$ cat config.mk
export PLATFORM = sky130hd
export DESIGN_NAME = id_ex_stage
export DESIGN_NICKNAME = d
export VERILOG_FILES = /design/src/rtl/id_ex_stage_pkg.sv /design/src/rtl/id_ex_stage_control_decode.sv /design/src/rtl/id_ex_stage.sv
export SDC_FILE = /design/constraint.sdc
export NUM_CORES = 1
export LEC_CHECK = 0
export CAP_MARGIN = 20
export CORE_ASPECT_RATIO = 1.1
export CORE_MARGIN = 4
export CORE_UTILIZATION = 41
export DETAILED_ROUTE_END_ITERATION = 6
export PLACE_DENSITY_LB_ADDON = 0.2
export SYNTH_ARGS = -nofsm -noshare
export SYNTH_HDL_FRONTEND = slang
export SYNTH_SLANG_ARGS = --single-unit
export TNS_END_PERCENT = 30
$ cat constraint.sdc
create_clock -name clk -period 2.5 [get_ports clk]
set_clock_uncertainty 0.05 [all_clocks]
set_input_delay 0.5 -clock clk [delete_from_list [all_inputs] [get_ports clk]]
set_output_delay 0.5 -clock clk [all_outputs]
set_load 0.005 [all_outputs]
$ cat src/rtl/id_ex_stage_pkg.sv
// Shared opcode, ALU-op and control-bundle definitions for the ID/EX boundary.
package id_ex_stage_pkg;

   localparam int XLEN_DEF = 32;

   localparam logic [6:0] OP_R      = 7'b0110011;
   localparam logic [6:0] OP_IMM    = 7'b0010011;
   localparam logic [6:0] OP_LOAD   = 7'b0000011;
   localparam logic [6:0] OP_STORE  = 7'b0100011;
   localparam logic [6:0] OP_BRANCH = 7'b1100011;

   localparam logic [1:0] ALU_ADD  = 2'b00;
   localparam logic [1:0] ALU_BR   = 2'b01;
   localparam logic [1:0] ALU_FUNC = 2'b10;

   typedef struct packed {
      logic       reg_write;
      logic       mem_read;
      logic       mem_write;
      logic       mem_to_reg;
      logic       alu_src;
      logic       branch;
      logic [1:0] alu_op;
   } ctrl_t;

   localparam ctrl_t CTRL_NOP = '0;

endpackage

$ cat src/rtl/id_ex_stage_control_decode.sv
// Main control decode: opcode to control bundle plus source-register usage flags.
module id_ex_stage_control_decode
   import id_ex_stage_pkg::*;
(
   input  logic [6:0] opcode,
   output ctrl_t      ctrl,
   output logic       rs1_used,
   output logic       rs2_used
);

   always_comb begin
      ctrl     = CTRL_NOP;
      rs1_used = 1'b0;
      rs2_used = 1'b0;
      case (opcode)
         OP_R: begin
            ctrl.reg_write = 1'b1;
            ctrl.alu_op    = ALU_FUNC;
            rs1_used       = 1'b1;
            rs2_used       = 1'b1;
         end
         OP_IMM: begin
            ctrl.reg_write = 1'b1;
            ctrl.alu_src   = 1'b1;
            ctrl.alu_op    = ALU_FUNC;
            rs1_used       = 1'b1;
         end
         OP_LOAD: begin
            ctrl.reg_write  = 1'b1;
            ctrl.mem_read   = 1'b1;
            ctrl.mem_to_reg = 1'b1;
            ctrl.alu_src    = 1'b1;
            ctrl.alu_op     = ALU_ADD;
            rs1_used        = 1'b1;
         end
         OP_STORE: begin
            ctrl.mem_write = 1'b1;
            ctrl.alu_src   = 1'b1;
            ctrl.alu_op    = ALU_ADD;
            rs1_used       = 1'b1;
            rs2_used       = 1'b1;
         end
         OP_BRANCH: begin
            ctrl.branch = 1'b1;
            ctrl.alu_op = ALU_BR;
            rs1_used    = 1'b1;
            rs2_used    = 1'b1;
         end
         default: ;
      endcase
   end

endmodule

$ cat src/rtl/id_ex_stage.sv
// ID/EX pipeline register with load-use hazard detection, flush/hold handling
// and a saturating count of inserted bubbles.
module id_ex_stage
   import id_ex_stage_pkg::*;
#(
   parameter int XLEN      = XLEN_DEF,
   parameter int BUB_CNT_W = 16
) (
   input  logic                 clk,
   input  logic                 reset,
   input  logic [XLEN-1:0]      PC_ID,
   input  logic [XLEN-1:0]      IMM_ID,
   input  logic [XLEN-1:0]      REG_DATA1_ID,
   input  logic [XLEN-1:0]      REG_DATA2_ID,
   input  logic [2:0]           FUNCT3_ID,
   input  logic [6:0]           FUNCT7_ID,
   input  logic [6:0]           OPCODE_ID,
   input  logic [4:0]           RD_ID,
   input  logic [4:0]           RS1_ID,
   input  logic [4:0]           RS2_ID,
   input  logic                 PCSrc_EX,
   input  logic                 hold_EX,
   output logic [XLEN-1:0]      PC_EX,
   output logic [XLEN-1:0]      IMM_EX,
   output logic [XLEN-1:0]      REG_DATA1_EX,
   output logic [XLEN-1:0]      REG_DATA2_EX,
   output logic [2:0]           FUNCT3_EX,
   output logic [6:0]           FUNCT7_EX,
   output logic [4:0]           RD_EX,
   output logic [4:0]           RS1_EX,
   output logic [4:0]           RS2_EX,
   output logic                 RegWrite_EX,
   output logic                 MemRead_EX,
   output logic                 MemWrite_EX,
   output logic                 MemtoReg_EX,
   output logic                 ALUSrc_EX,
   output logic                 Branch_EX,
   output logic [1:0]           ALUOp_EX,
   output logic                 PC_write,
   output logic                 IF_ID_write,
   output logic                 IF_ID_flush,
   output logic [BUB_CNT_W-1:0] bubble_count
);

   typedef struct packed {
      logic [XLEN-1:0] pc;
      logic [XLEN-1:0] imm;
      logic [XLEN-1:0] rd1;
      logic [XLEN-1:0] rd2;
      logic [2:0]      f3;
      logic [6:0]      f7;
      logic [4:0]      rd;
      logic [4:0]      rs1;
      logic [4:0]      rs2;
      ctrl_t           ctrl;
   } ex_t;

   ex_t                  ex_q, ex_d;
   logic [BUB_CNT_W-1:0] bub_cnt_q, bub_cnt_d;
   ctrl_t                ctrl_id;
   logic                 rs1_used, rs2_used;
   logic                 load_use;

   id_ex_stage_control_decode u_decode (
      .opcode   (OPCODE_ID),
      .ctrl     (ctrl_id),
      .rs1_used (rs1_used),
      .rs2_used (rs2_used)
   );

   // x0 is hardwired zero, so a load targeting it can never create a hazard.
   assign load_use = ex_q.ctrl.mem_read && (ex_q.rd != 5'd0) &&
                     ((rs1_used && (RS1_ID == ex_q.rd)) ||
                      (rs2_used && (RS2_ID == ex_q.rd)));

   assign PC_write    = !hold_EX && (PCSrc_EX || !load_use);
   assign IF_ID_write = !hold_EX && (PCSrc_EX || !load_use);
   assign IF_ID_flush = !hold_EX && PCSrc_EX;

   always_comb begin
      ex_d      = ex_q;
      bub_cnt_d = bub_cnt_q;
      if (!hold_EX) begin
         if (PCSrc_EX || load_use) begin
            ex_d = '0;
            if (bub_cnt_q != '1) bub_cnt_d = bub_cnt_q + BUB_CNT_W'(1);
         end else begin
            ex_d.pc   = PC_ID;
            ex_d.imm  = IMM_ID;
            ex_d.rd1  = REG_DATA1_ID;
            ex_d.rd2  = REG_DATA2_ID;
            ex_d.f3   = FUNCT3_ID;
            ex_d.f7   = FUNCT7_ID;
            ex_d.rd   = RD_ID;
            ex_d.rs1  = RS1_ID;
            ex_d.rs2  = RS2_ID;
            ex_d.ctrl = ctrl_id;
         end
      end
   end

   always_ff @(posedge clk) begin
      if (reset) begin
         ex_q      <= '0;
         bub_cnt_q <= '0;
      end else begin
         ex_q      <= ex_d;
         bub_cnt_q <= bub_cnt_d;
      end
   end

   assign PC_EX        = ex_q.pc;
   assign IMM_EX       = ex_q.imm;
   assign REG_DATA1_EX = ex_q.rd1;
   assign REG_DATA2_EX = ex_q.rd2;
   assign FUNCT3_EX    = ex_q.f3;
   assign FUNCT7_EX    = ex_q.f7;
   assign RD_EX        = ex_q.rd;
   assign RS1_EX       = ex_q.rs1;
   assign RS2_EX       = ex_q.rs2;
   assign RegWrite_EX  = ex_q.ctrl.reg_write;
   assign MemRead_EX   = ex_q.ctrl.mem_read;
   assign MemWrite_EX  = ex_q.ctrl.mem_write;
   assign MemtoReg_EX  = ex_q.ctrl.mem_to_reg;
   assign ALUSrc_EX    = ex_q.ctrl.alu_src;
   assign Branch_EX    = ex_q.ctrl.branch;
   assign ALUOp_EX     = ex_q.ctrl.alu_op;
   assign bubble_count = bub_cnt_q;

endmodule

==> results.toml, run 1 <==
[setup_path]
worst-path-max-fanout = 5
worstPathRequired_ps = 1950
cp-end-kind = "output port"
crit_chain = "or4_4 > o211ai_1 > nor3_2 > nor2_1 > buf_2"
worstRegToRegCells = 8
path_class = "flop to output port"
max_stage_delay_ps = 480
worstPathArrival_ps = 1860
critPathLaunchType = "flop"
slowest_stage = "or4_4"
path_depth = 5
crit_family = "simple AND/OR/NAND/NOR gates"
crit_buf_inv = 1

[cells_and_area]
final_cell_mix = "clkdlybuf4s50_1 (337), dfxtp_1 (171), mux2i_1 (153)"
nNetsFinal = 1167
drive_gt1_share_pct = 12.22
final_area_mm2 = 0.01144
syn_to_final_growth_pct = 63.82
postLayoutCoreUtil_pct = 69.09
final_common_cell = "clkdlybuf4s50_1"

[hold_path]
holdCritPathClass = "input port to flop"
holdPathStages = 3

[synthesis]
synth_area_per_cell_um2 = 10.76
async_reset_ff_share_pct = 0
syn_area_mm2 = 0.006982
yosysTopAreaCell = "dfxtp_1"
synth_seq_cells = 175
synth_edf_count = 0
ys_seq_area_share_pct = 50.18
synth_cell_types = 43
synth_ff_type = "dfxtp_1"
synth_cells = 649
synth.area.top_cells = "dfxtp_1 (50%), mux2i_1 (22%), nor2_1 (6.8%), nor2_4 (6.0%), or4_1 (1.2%)"
ys_warn_count = 0
synth_top_area_share_pct = 50.18
synth_nets = 814

[placement]
post-dp-hpwl_um = 15410
io_buffers = 343
placed_area_mm2 = 0.01079
gpl.final_weighted_congestion = 0.8258

[floorplanning]
dieArea_mm2 = 0.01918
num_rows = 49
fp.dieW_um = 132.4
start_util_pct = 42.18
die_h_um = 144.9
core_mm2 = 0.01655
io_pins = 344

[run_status]
status = "finished clean"

[global_route]
antenna_found_initial = 0
grt_start_max_net_pins = 92
grt_pass1_vias = 5905
grt_pass1_wl_um = 31560
grt_usage_pct = 20.68
gr-total-overflow = 0

[power]
leakage_uw = 0.004607
power_density_mw_per_mm2 = 591.2
vdd_ir_drop_max_v = 0.0004480

[sta]
max_freq_mhz = 414.5
timing_hold_violations_final = 0
maxSlewViolCount = 0
finalSetupViolations = 0
maxSlewHeadroom_pct = 56.01
period_minus_slack_ps = 2412
tns_ps = 0
whs_ps = 333.6
worstMarginPinSlew_ps = 659.9
fin_crit_sh_pct = 96.49

[cts]
cts_tree = "done"
clkTransAtPathRegs_ps = 60
insertion_delay_ps = 420
cts_buffer_depth = 2
clock_sinks = 175
cts_root_buf = "clkbuf_16"
numCtsBuffers = 17
postCtsHoldBufs = 0
h-tree-depth = 4

[drt]
drt_iter0_drc = 179
drc_errors = 0
ant_nets = 0
viasPerCell = 4.851
firstDrtPassIters = 4
drt-total-wl_um = 20540
wl_per_cell_um = 16.83
num_vias = 5918

[job]
cap_violations = 0
==> routing by layer <==
metal | global-route usage [%] | vias up | routed length (µm)
li1 | - | 2940 | -
met1 | 23.53 | 2718 | 8024
met2 | 34.72 | 215 | 10170
met3 | 7.296 | 45 | 1579
met4 | 10.56 | 0 | 765
met5 | 0 | - | 0
==> logic make-up (layout without fill, tap and decap cells) <==
logic type / count (synthesis) / after routing / share of synthesized area, %
XOR/XNOR: 10 / 10 / 1.254
other: 0 / 1 / 0
buffers and inverters: 48 / 414 / 4.444
multiplexers: 155 / 155 / 22.26
AND/OR/NAND/NOR: 221 / 221 / 17.96
adder cells (fa/ha/maj): 1 / 1 / 0.1792
AO/OA/AOI/OAI: 39 / 39 / 3.728
flip-flops: 175 / 175 / 50.18
==> area by class of cell <==
cell class              instances  area, µm²
diodes                          1      2.502
multi-input cells             426       3199
repair buffers                381       3862
clock inverters                10      126.4
well taps                     204      255.2
fillers                      1318       5116
inverters                       1      3.754
flip-flops and latches        175       3513
clock buffers                  22      474.2
==> worst register-to-register path, cell delays in order, from the launching register on <==
cell       delay, ps
dfxtp_2          320
buf_6            120
xor2_1           160
nor4_2           280
a2bb2oi_2        120
o21ba_2          300
buf_4            200
or4_1            480
a21oi_1          170
==> state kept, by name, summed over array words and instances, names as in the netlist, 2 cells and up <==
name,flops
PC_EX,32
IMM_EX,32
bubble_count,16
REG_DATA1_EX,32
RS1_EX,5
REG_DATA2_EX,32
ALUOp_EX,2
FUNCT3_EX,3
FUNCT7_EX,7
RD_EX,5
RS2_EX,5
==> per-stage QoR <==
step	setup slack (ps)	total power [µW]	std cells
after global placement	-408.0	4100	1185
after global routing	-3.376	7033	1219
final	87.72	6762	1220
after floorplan	299.0	3476	649
after CTS	2.279	6834	1217
after detailed placement	-384.2	4115	1185
==> Yosys cell counts, drive strengths merged (2+ instances only) <==
cell,instances
mux2,2
and3,2
nor4b,2
nor2,166
clkbuf,21
a32oi,5
a21oi,15
nand3,7
o31ai,10
nor3,3
nor2b,4
nand2b,4
nand4,7
or4,11
xor2,5
xnor2,5
o21ai,3
dfxtp,175
buf,26
nand2,7
mux2i,153
nor4,2
or3,2
==> timing repair <==
action,4_1_cts,5_1_grt
resized for setup,13,10
endpoints found under the setup margin,2,9
setup buffers,0,2
gates cloned,0,0
pin swaps,4,5
==> report_power, final <==
part | leakage [µW] | switching [µW] | internal [µW]
Clock | 0.000284 | 1140 | 1570
Combinational | 0.00289 | 406 | 664
Sequential | 0.00143 | 67.3 | 2910
==> final timing paths <==
kind	slack (ps)	end	start
setup reg to reg	240	bubble_count[2]	RD_EX[1]
hold reg to reg	440	RegWrite_EX	RegWrite_EX
setup / recovery	90	IF_ID_write	RD_EX[2]
hold / removal	330	RS1_EX[1]	RS1_ID[1]
(Power assumes the default switching activity.)
==> run 2: changes to the inputs <==
- CORE_ASPECT_RATIO: 1.1 -> 1.25
- CTS_CLUSTER_SIZE: unset -> 30
==> run 2 against run 1 <==
Compared with the run above: clock power is essentially flat; sequential power is essentially flat; worst setup slack lost 73 ps; count of clock-buffer cells in the layout grew 3; sequential share of layout area shrank 0.85 points; cell area grew 2.6%; worst hold slack gained 26 ps; combinational power grew 6%; power grew 0.78%; largest power group unchanged; highest routed layer unchanged.
==> results.toml, run 2 (synthesis results as in run 1) <==
[sta]
tns_ps = 0
finalSetupViolations = 0
timing_hold_violations_final = 0
maxSlewHeadroom_pct = 59.63
whs_ps = 359.9
max_freq_mhz = 402.3
worstMarginPinSlew_ps = 605.5
fin_crit_sh_pct = 99.43
period_minus_slack_ps = 2486
setup_slack_ps = 14.34
maxSlewViolCount = 0
rsz0062_at_grt = "true"

[floorplanning]
num_rows = 53
core_mm2 = 0.01678
io_pins = 344
start_util_pct = 41.61
die_h_um = 153.9
fp.dieW_um = 124.7
dieArea_mm2 = 0.01919

[placement]
gpl.final_weighted_congestion = 0.8348
io_buffers = 343
post-dp-hpwl_um = 15640
dpl_worst_slack_ps = -373.3
dpl.cell_count = 1201

[global_route]
grt_pass1_wl_um = 32280
grt_usage_pct = 21.14
grt_start_max_net_pins = 82
grtUsageMet3_pct = 8.131
antenna_found_initial = 1
grt_pass1_vias = 6069
met2_usage_pct = 37.40
grt_use_met1_pct = 22.31
top_usage_layer = "met2"
gr-total-overflow = 0

[cts]
cts_root_buf = "clkbuf_16"
clkTransAtPathRegs_ps = 70
cts_tree = "done"
cts_buffer_depth = 2
numCtsBuffers = 17
clock_sinks = 175
h-tree-depth = 4
insertion_delay_ps = 420

[setup_path]
max_stage_delay_ps = 530
slowest_stage = "or4_1"
crit_family = "simple AND/OR/NAND/NOR gates"
critPathLaunchType = "flop"
worst-path-max-fanout = 2
worstPathArrival_ps = 1940
cp-end-kind = "output port"
worstPathRequired_ps = 1950
path_class = "flop to output port"
crit_chain = "or4_1 > o211ai_1 > nor3_2 > nor2_2 > buf_2"
crit_buf_inv = 1

[power]
p_int_uw = 5238
power_density_mw_per_mm2 = 580.7
p_switching_uw = 1576
p_clk_share_pct = 39.6
comb_power_share_pct = 16.6
sw_frac_of_total_pct = 23.13
total_power_uw = 6814
p_seq_share_pct = 43.7
vdd_ir_drop_max_v = 0.0003714
leakage_uw = 0.004734

[cells_and_area]
final_common_cell = "clkdlybuf4s50_1"
nNetsFinal = 1179
stdcell_count = 1248
drive_gt1_share_pct = 13.44
syn_to_final_growth_pct = 68.07
num-fill-cells = 1302
final_cell_mix = "clkdlybuf4s50_1 (337), dfxtp_1 (174), mux2i_1 (153)"

[drt]
viasPerCell = 4.840
ant_nets = 0
drt_iter0_drc = 270
firstDrtPassIters = 4
num_vias = 6040
wl_per_cell_um = 17.19
drc_errors = 0
drt-total-wl_um = 21450

[run_status]
status = "finished clean"

[job]
cap_violations = 0

[hold_path]
holdCritPathClass = "input port to flop"
==> run 2: cell types whose count changed in the layout (fill, tap and decap cells not counted), sizes merged <==
cell	before	now
clkinvlp	3	0
dlymetal6s2s	3	1
buf	41	46
clkbuf	22	32
clkinv	1	4
inv	5	2
dlygate4sd2	0	2
==> run 2: per-layer routing <==
metal  up-vias  share of wire, %
li1       2967                 -
met1      2809                36
met2       221                52
met3        43               8.3
met4         0               3.2
met5         -                 0
==> run 2: repair_timing <==
action	4_1_cts	5_1_grt
buffers inserted	2	6
resized for setup	15	15
cloned	0	7
setup endpoints to repair	2	158
hold buffers	0	0
pin swaps	4	2
==> run 2: metrics by stage <==
stage / util [%] / instance area, µm²
after floorplan: - / 6982
after global placement: 64.49 / 10820
after detailed placement: 64.49 / 10820
after CTS: 68.30 / 11460
after global routing: 69.94 / 11730
final: 69.94 / 11730
==> run 2: final cells by class <==
type	instances	area [µm²]	share of cell area, %
Clock buffer	25	505.5	4.308
Clock inverter	7	100.1	0.8531
Sequential cell	175	3505	29.87
Inverter	1	3.754	0.03199
Timing Repair Buffer	393	4103	34.96
Multi-Input combinational cell	426	3239	27.61
Antenna cell	1	2.502	0.02133
Tap cell	220	275.3	2.346
==> run 2: final timing paths <==
kind | cells past startpoint | start | to | slack, ps
max | 5 | RD_EX[0] | PC_write | 10
min | 3 | RS1_ID[1] | RS1_EX[1] | 360
max reg2reg | 12 | RD_EX[0] | REG_DATA2_EX[9] | 80
min reg2reg | 2 | IMM_EX[27] | IMM_EX[27] | 450
==> run 2: tightest hold or removal path, delay by kind of cell <==
| family | cells | cell delay [ps] |
|---|---|---|
| simple gates | 1 | 80 |
| mux | 1 | 90 |
| buf+inv | 1 | 130 |
==> run 2: power by group through the flow <==
| stage | Clock (µW) | Combinational, µW | Sequential [µW] |
|---|---|---|---|
| 2_1_floorplan | 0 | 425 | 3050 |
| 3_3_place_gp | 0 | 1070 | 3040 |
| 3_5_place_dp | 0 | 1080 | 3040 |
| 4_1_cts | 2770 | 1090 | 2980 |
| 5_1_grt | 2880 | 1210 | 2990 |
| 6_report | 2700 | 1130 | 2980 |
==> run 3: changes to the inputs <==
--- a/config.mk
+++ b/config.mk
@@ -12,4 +12,5 @@
 export CTS_CLUSTER_SIZE = 30
 export DETAILED_ROUTE_END_ITERATION = 6
+export GPL_ROUTABILITY_DRIVEN = 0
 export PLACE_DENSITY_LB_ADDON = 0.2
 export SYNTH_ARGS = -nofsm -noshare
==> constraint.sdc (replaced) <==
create_clock -name clk -period 2.5 [get_ports clk]
set_clock_uncertainty 0.05 [all_clocks]
set_input_delay 0.625 -clock clk [delete_from_list [all_inputs] [get_ports clk]]
set_output_delay 0.625 -clock clk [all_outputs]
set_load 0.005 [all_outputs]
==> run 3 against run 2 <==
Compared with the run above: the flow now finishes with violations (setup timing); global-route usage is 0.36 points higher; combinational power down 4%; count of clock-buffer cells in the layout decreased by 3.
==> results.toml, run 3 (synthesis results as in run 1) <==
[global_route]
grt_usage_pct = 21.50
antenna_found_initial = 1
grt_pass1_vias = 6106
gr-total-overflow = 0
grt_pass1_wl_um = 32800
grt_start_max_net_pins = 76

[placement]
placed_area_mm2 = 0.01086
dpl.cell_count = 1203
io_buffers = 343
post-dp-hpwl_um = 15680
dpl_worst_slack_ps = -638.6

[cts]
cts_root_buf = "clkbuf_16"
cts_buffer_depth = 2
clkTransAtPathRegs_ps = 70
cts_tree = "done"
h-tree-depth = 4
insertion_delay_ps = 420
numCtsBuffers = 17
clock_sinks = 175

[run_status]
violations = "setup timing"
status = "finished, violations left"

[sta]
max_freq_mhz = 378.6
finalSetupViolations = 2
worstMarginPinSlew_ps = 550.7
setup_slack_ps = -141.4
maxSlewHeadroom_pct = 63.29
fin_crit_sh_pct = 105.7
timing_hold_violations_final = 0
maxSlewViolCount = 0
period_minus_slack_ps = 2641
rsz0062_at_grt = "true"
tns_ps = -188.1

[floorplanning]
die_h_um = 153.9
num_rows = 53
dieArea_mm2 = 0.01919
core_mm2 = 0.01678
fp.dieW_um = 124.7
io_pins = 344
start_util_pct = 41.61

[cells_and_area]
syn_to_final_growth_pct = 65.05
stdcell_count = 1240
final_common_cell = "clkdlybuf4s50_1"
drive_gt1_share_pct = 12.38
final_area_mm2 = 0.01152
postLayoutCoreUtil_pct = 68.69
num-fill-cells = 1352
final_cell_mix = "clkdlybuf4s50_1 (323), dfxtp_1 (173), mux2i_1 (153)"
nNetsFinal = 1171

[job]
cap_violations = 0

[drt]
ant_nets = 0
firstDrtPassIters = 4
viasPerCell = 4.788
drt-total-wl_um = 20720
num_vias = 5937
drc_errors = 0
drt_iter0_drc = 340
wl_per_cell_um = 16.71

[setup_path]
worstPathRequired_ps = 1820
worstRegToRegCells = 8
cp-end-kind = "output port"
worstPathArrival_ps = 1970
r2r-start = "RD_EX[0]"
crit_end = "PC_write"
reg2reg_slack_ps = 210
cp-startpoint = "RS1_ID[0]"
rr_endpoint = "bubble_count[8]"
critPathLaunchType = "input port"
worst-path-max-fanout = 2
path_class = "input port to output port"

[power]
vdd_ir_drop_max_v = 0.0004186
power_density_mw_per_mm2 = 586.3
leakage_uw = 0.004665

[hold_path]
holdCritPathClass = "flop to flop"
## run 3: worst min path at each step
stage,start,slack (ps),depth (start not counted),to
final,bubble_count[3],440,2,bubble_count[3]
after global routing,bubble_count[3],460,2,bubble_count[3]
after CTS,bubble_count[3],450,2,bubble_count[3]
after detailed placement,REG_DATA2_EX[25],430,2,REG_DATA2_EX[25]
after global placement,FUNCT7_EX[2],420,2,FUNCT7_EX[2]
after floorplan,ALUOp_EX[1],420,2,ALUOp_EX[1]
## run 3: worst max-delay path, cell delays in order
cell,delay (ps)
clkdlybuf4s15_1,220
xor2_2,200
nor4_2,340
a2bb2oi_2,110
nor3_1,140
nor2_1,90
buf_4,140
buf_6,110
## run 3: area by class of cell
cell class                 instances  area, µm²  share of cell area (%)
inverter                           1      3.754                 0.03257
timing repair buffer             385       3916                   33.98
sequential                       175       3506                   30.42
clock buffer                      22      454.2                   3.941
multi-input combinational        426       3228                   28.01
tap                              220      275.3                   2.389
antenna                            2      5.005                 0.04343
clock inverter                     9      135.1                   1.173
## run 3: power breakdown
group	total, µW	internal, µW	switching (µW)	leakage (µW)
Combinational	1090	674	415	0.00294
Sequential	2980	2910	65.4	0.00143
Clock	2690	1600	1090	0.000289
Total	6760	5190	1570	0.00467
## run 3: layer usage
metal / share of wire (%) / up-vias / global-route usage (%)
met5: 0 / - / 0
li1: - / 2942 / -
met3: 8.9 / 49 / 8.513
met2: 51 / 210 / 37.40
met4: 3.6 / 0 / 9.608
met1: 36 / 2736 / 23.00
## run 3: stage by stage
stage | power [µW] | hold slack [ps]
detailed placement | 4129 | 433.2
CTS | 6839 | 447.9
global route | 7041 | 460.0
floorplan | 3476 | 424.3
finish | 6756 | 442.5
global placement | 4117 | 422.9
## run 3: what timing repair did
action	in CTS	in global routing
hold buffers	0	0
pin swaps	11	3
resized for setup	36	3
setup buffers	4	0
endpoints found under the setup margin	3	2
